## config.mk

```make
export PLATFORM = sky130hd
export DESIGN_NAME = register_module
export DESIGN_NICKNAME = d
export VERILOG_FILES = /design/src/rtl/register_module.sv
export SDC_FILE = /design/constraint.sdc
export NUM_CORES = 2
export LEC_CHECK = 0
export BUFFER_PORTS_ARGS = -buffer_cell sky130_fd_sc_hd__buf_2
export CAP_MARGIN = 30
export CORE_MARGIN = 2
export CORE_UTILIZATION = 40
export DETAILED_ROUTE_END_ITERATION = 8
export PLACE_DENSITY = 0.61
export SKIP_CTS_REPAIR_TIMING = 1
export SYNTH_ARGS = -nofsm -noshare
export SYNTH_HDL_FRONTEND = slang
export SYNTH_SLANG_ARGS = --single-unit
```

## constraint.sdc

```tcl
create_clock -name clk -period 72.2 [get_ports clk]
set_input_delay 10.83 -clock clk [delete_from_list [all_inputs] [get_ports clk]]
set_output_delay 10.83 -clock clk [all_outputs]
set_load 0.01 [all_outputs]
```

## src/rtl/register_module.sv

```systemverilog
// register_module: 32 x 32-bit general-purpose register file, two operand read ports plus a debug read port.
// Latency: reads are combinational (zero cycles); a write becomes visible immediately after the rising edge.
// Backpressure: none; one write per cycle is always accepted, and every read port is always valid.
//
// Ports:
//   clk        - system clock, writes on rising edge
//   rst        - asynchronous active-high reset, clears every register
//   reg1_index - read port 1 address (rs); write target for code 2'b10
//   reg2_index - read port 2 address (rt); write target for code 2'b11
//   reg_write  - 00 none, 01 link register, 10 reg1_index, 11 reg2_index
//   data_write - write data
//   show_index - debug read address
//   reg1_value / reg2_value / reg_return - contents at reg1_index / reg2_index / show_index
module register_module #(
  parameter int DATA_WIDTH = 32,
  parameter int NUM_REGS   = 32,
  parameter int LINK_REG   = 31,
  parameter int IDX_W      = (NUM_REGS > 1) ? $clog2(NUM_REGS) : 1
) (
  input  logic                  clk,
  input  logic                  rst,
  input  logic [IDX_W-1:0]      reg1_index,
  input  logic [IDX_W-1:0]      reg2_index,
  input  logic [1:0]            reg_write,
  input  logic [DATA_WIDTH-1:0] data_write,
  input  logic [IDX_W-1:0]      show_index,
  output logic [DATA_WIDTH-1:0] reg1_value,
  output logic [DATA_WIDTH-1:0] reg2_value,
  output logic [DATA_WIDTH-1:0] reg_return
);

  localparam logic [IDX_W-1:0] LINK_IDX = IDX_W'(LINK_REG);

  // Storage. Register 0 is an ordinary register (no hard-wired zero).
  logic [DATA_WIDTH-1:0] register_list [NUM_REGS];

  // Decoded write request for the coming edge.
  logic                  wr_en_d;
  logic [IDX_W-1:0]      wr_idx_d;

  // Only a non-zero code produces a write enable, so unknown data or index
  // values presented alongside code 00 cannot reach the array.
  always_comb begin
    wr_en_d  = 1'b0;
    wr_idx_d = '0;
    case (reg_write)
      2'b01: begin
        wr_en_d  = 1'b1;
        wr_idx_d = LINK_IDX;
      end
      2'b10: begin
        wr_en_d  = 1'b1;
        wr_idx_d = reg1_index;
      end
      2'b11: begin
        wr_en_d  = 1'b1;
        wr_idx_d = reg2_index;
      end
      default: begin
        wr_en_d  = 1'b0;
        wr_idx_d = '0;
      end
    endcase
  end

  // Reset wins over a same-edge write; asserting it between edges clears the
  // array at once and drops whatever write was set up.
  always_ff @(posedge clk or posedge rst) begin
    if (rst) begin
      for (int i = 0; i < NUM_REGS; i++) begin
        register_list[i] <= '0;
      end
    end else if (wr_en_d && (int'(wr_idx_d) < NUM_REGS)) begin
      register_list[wr_idx_d] <= data_write;
    end
  end

  // Plain array reads with no bypass: a same-cycle write shows up only after
  // the edge that commits it.
  always_comb begin
    reg1_value = register_list[reg1_index];
    reg2_value = register_list[reg2_index];
    reg_return = register_list[show_index];
  end

endmodule

```

# == Word level (Yosys, flattened, before mapping) ==
# Index checks and enable logic that the tools add are counted.
# classes
n_reduce_logical,2
bitwise,4
n_lt_le_gt_ge,5
n_eq_ne,3
muxes,14
# op_table
cell,count
1024-bit bitwise mux,1
32-bit binary-select mux with 5-bit select,3
32-bit two-way mux,7
32-bit demux with 5-bit select,1
"6-bit greater-or-equal comparator, second input constant",4
5-bit NOT with 6-bit output,4
5-bit one-hot mux with 3 select lines,1
"6-bit by 1-bit < comparator with 1-bit output, second input constant",1
"2-bit equality test, second input constant",2
3-bit OR reduction,1
"2-bit by 1-bit equality test with 1-bit output, second input constant",1
1-bit logical AND,1
1-bit two-way mux,1
# word_totals
word_cells,60
regBits,1024

# == Depth between registers and ports, before layout ==
# logic_depth
word_depth,8
mapped_depth,8
depth_no_buf,5

# == Worst setup path before layout ==
# Ideal clock, no wire load.
# synth_path
kind,input-to-output
from,input port reg1_index[1]
to,output port reg1_value[23]
path_buffers,4
slack_ns,49.069
arrival_time_ns,12.301
cell_stages,8
path_cell_list,clkbuf_1 nor2_1 clkbuf_1 buf_1 buf_1 a22oi_1 nand3_1 nand3_1
# synth_via
elab_chain_cells,4
# synth_lines
item,line,source
"start, declared",22,"input logic [IDX_W-1:0] reg1_index,"
5-bit NOT with 6-bit output (not written as such),81,reg1_value = register_list[reg1_index];
32-bit binary-select mux with 5-bit select,81,
32-bit two-way mux (not written as such) (2 in a row),81,
"end, declared",27,"output logic [DATA_WIDTH-1:0] reg1_value,"
# No other way between the ends. The select of a mux whose other input is x is not followed.

# == Final worst setup path ==
# layout_path
from,input port reg1_index[0]
to,output port reg1_value[22]
# Same word-level chain as after synthesis.

==> flow_summary.ini <==
[status]
outcome = finished, final reports clean

[min_path]
hp-start = register_list[380]
min_path_type = reg2reg

[logic_synthesis]
async_flop_share_pct = 100
ys_ff_latch = 1024
ys_seq_area_share_pct = 39.6
ys_types = 37
ys.flop_type = dfrtp_1
synth-edff-count = 0
syn-instance-count = 5797
syn_area_per_cell_um2 = 11.2
syn-cell-area_um2 = 64700
synth_most_common_cell = mux2i_1
synth_area_leaders = dfrtp_1 (40%), mux2i_1 (24%), mux2_2 (17%), a22oi_1 (3.3%), a22o_1 (2.6%)
synth_top_area_share_pct = 39.6
synth_warnings = 0
synth_commonest_cells = mux2i_1 (1537), dfrtp_1 (1024), mux2_2 (958), nand2_1 (296), nand3_1 (292)
synth.net_count = 5848
synth_top_area_cell = dfrtp_1

[critical_path]
critical_path_arrival_ps = 15030
path_buf_inv = 7
crit_path_end_kind = primary output
path_class = in2out
required_ps = 61370
path_delay_family = buffers and inverters
cp_slowest_stage_delay_ps = 780
worst_path_most_repeated_cell = buf_4
cp_max_fo = 77
critPathLaunch = reg1_index[0]
critical_path.slowest_cell = buf_4
path_cells = buf_8 -> buf_4 -> buf_4 -> buf_16 -> buf_4 -> buf_16 -> mux2i_1 -> a22o_1 -> nor3_1 -> a31oi_1 -> nand3_1 -> buf_2
cp-start-kind = input pin
r2r-start = register_list[114]

[power]
leakagePower_uw = 0.0329
cellPowerDensity_nw_per_um2 = 28.0
ir_drop_v = 0.0000225

[floorplan]
std_cell_rows = 147
coreArea_um2 = 161000
start_util_pct = 40.3
fp.dieH_um = 406
die_area_um2 = 165000
pin_count = 147
die_w_um = 406

[cells_and_area]
syn_to_final_growth_pct = 9.90
drive_above_1_share_pct = 25.8
top_regs = register_list x1024
top_register = register_list
largest_reg_flops = 1024
layout.nets = 5638

[sta]
slew_headroom_pct = 22.2
min_period_over_period_pct = 35.8
rsz0062_at_grt = false
finalMaxSlewViolations = 0
worst_pin_slew_ps = 1170
finalCriticalPeriod_ps = 25860
finalSetupViolCount = 0
totalNegativeSetupSlack_ps = 0
timing.hold.ws_ps = 539
hold_viol_final = 0
clock.fmax_ghz = 0.0387
fin_skew_ps = 0

[routing]
route.vias.total = 50122
wl_um = 234000
initialDrtViolationCount = 5075
vias_per_cell = 6.39
antenna_left = 0
drc = 0
drtPass1Iterations = 8
avgRoutedWirePerCell_um = 29.8

[cts]
cts_max_path_buffers = 3
cts_sinks = 1024
clkTransAtPathRegs_ps = 60
cts_buffers = 113
clockRootBuffer = clkbuf_16
htreeDepth = 3
insertion_delay_ps = 750
cts_tree = built

[global_routing]
antenna_found_initial = 16
grt-ovfl-total = 0
grt_max_degree = 160
grt_use_total_pct = 27.7
grt_pass1_wl_um = 341000
grt_pass1_vias = 49777

[placement]
portBuffers = 146
gp_congestion = 0.823
dp_hpwl_um = 121000

[job]
drv_cap = 0
-- metal layers --
metal | global-route usage [%] | wire length [µm] | vias to the layer above
li1 | - | - | 21225
met1 | 38.4 | 101000 | 25845
met2 | 41.3 | 101000 | 2415
met3 | 5.14 | 19700 | 623
met4 | 13.7 | 11900 | 14
met5 | 0 | 80 | -
-- final timing paths --
| path | end | slack [ps] | cells after the start |
|---|---|---|---|
| worst max-delay path | reg1_value[22] | 46340 | 12 |
| worst max register to register | register_list[114] | 71330 | 1 |
| worst min register to register | register_list[380] | 540 | 1 |
| min in group asynchronous | register_list[253] | 10240 | 2 |
| max in group asynchronous | register_list[708] | 57960 | 6 |
| worst min-delay path | register_list[380] | 540 | 1 |
-- kinds of logic (layout without fill, tap and decap cells) --
logic type,Yosys count,count (layout),share of synthesized area (%)
multiplexers,2561,2561,41.6
flip-flops,1024,1024,39.6
AO/OA/AOI/OAI,880,880,9.30
AND/OR/NAND/NOR,750,750,5.38
buffers and inverters,582,465,4.09
other,0,3,0
-- per-stage QoR --
step           cell area (µm²)  util (%)  setup WS [ps]  total power (µW)  instances
6_report                 71100      44.3          46340              1990       7843
5_1_grt                  71100      44.3          46210              2090       7840
4_1_cts                  70900      44.1          45910              1990       7832
3_5_place_dp             67000      41.7          45910              1380       7624
3_3_place_gp             66600      41.5          46000              1360       7609
2_1_floorplan            64700         -          32550              1230       5797
-- report_power, final --
part	switching (µW)	internal (µW)	total, µW
sequential	156	721	876
combinational	246	263	509
clock	252	354	606
-- layout make-up --
type,instances,area [µm²]
fillers,14883,89500
flip-flops and latches,1024,25600
multi-input cells,4191,36700
well taps,2160,2700
diodes,3,7.51
clock buffers,165,3360
repair buffers,255,2160
clock inverters,43,500
inverters,2,15.0
-- placed cells by master (no fill, tap or decap), types with 6 or more instances in the layout --
master,instances
a21oi_1,291
a22o_1,192
a22oi_1,288
a31oi_1,99
buf_12,11
buf_16,22
buf_2,143
buf_4,76
bufinv_16,9
clkbuf_1,19
clkbuf_16,114
clkbuf_8,32
clkinv_2,26
dfrtp_1,1024
mux2_1,66
mux2_2,958
mux2i_1,1537
nand2_1,292
nand2b_4,6
nand3_1,289
nor2_4,28
nor2b_4,6
nor3_1,97
Power figures use the tool's default switching activity.
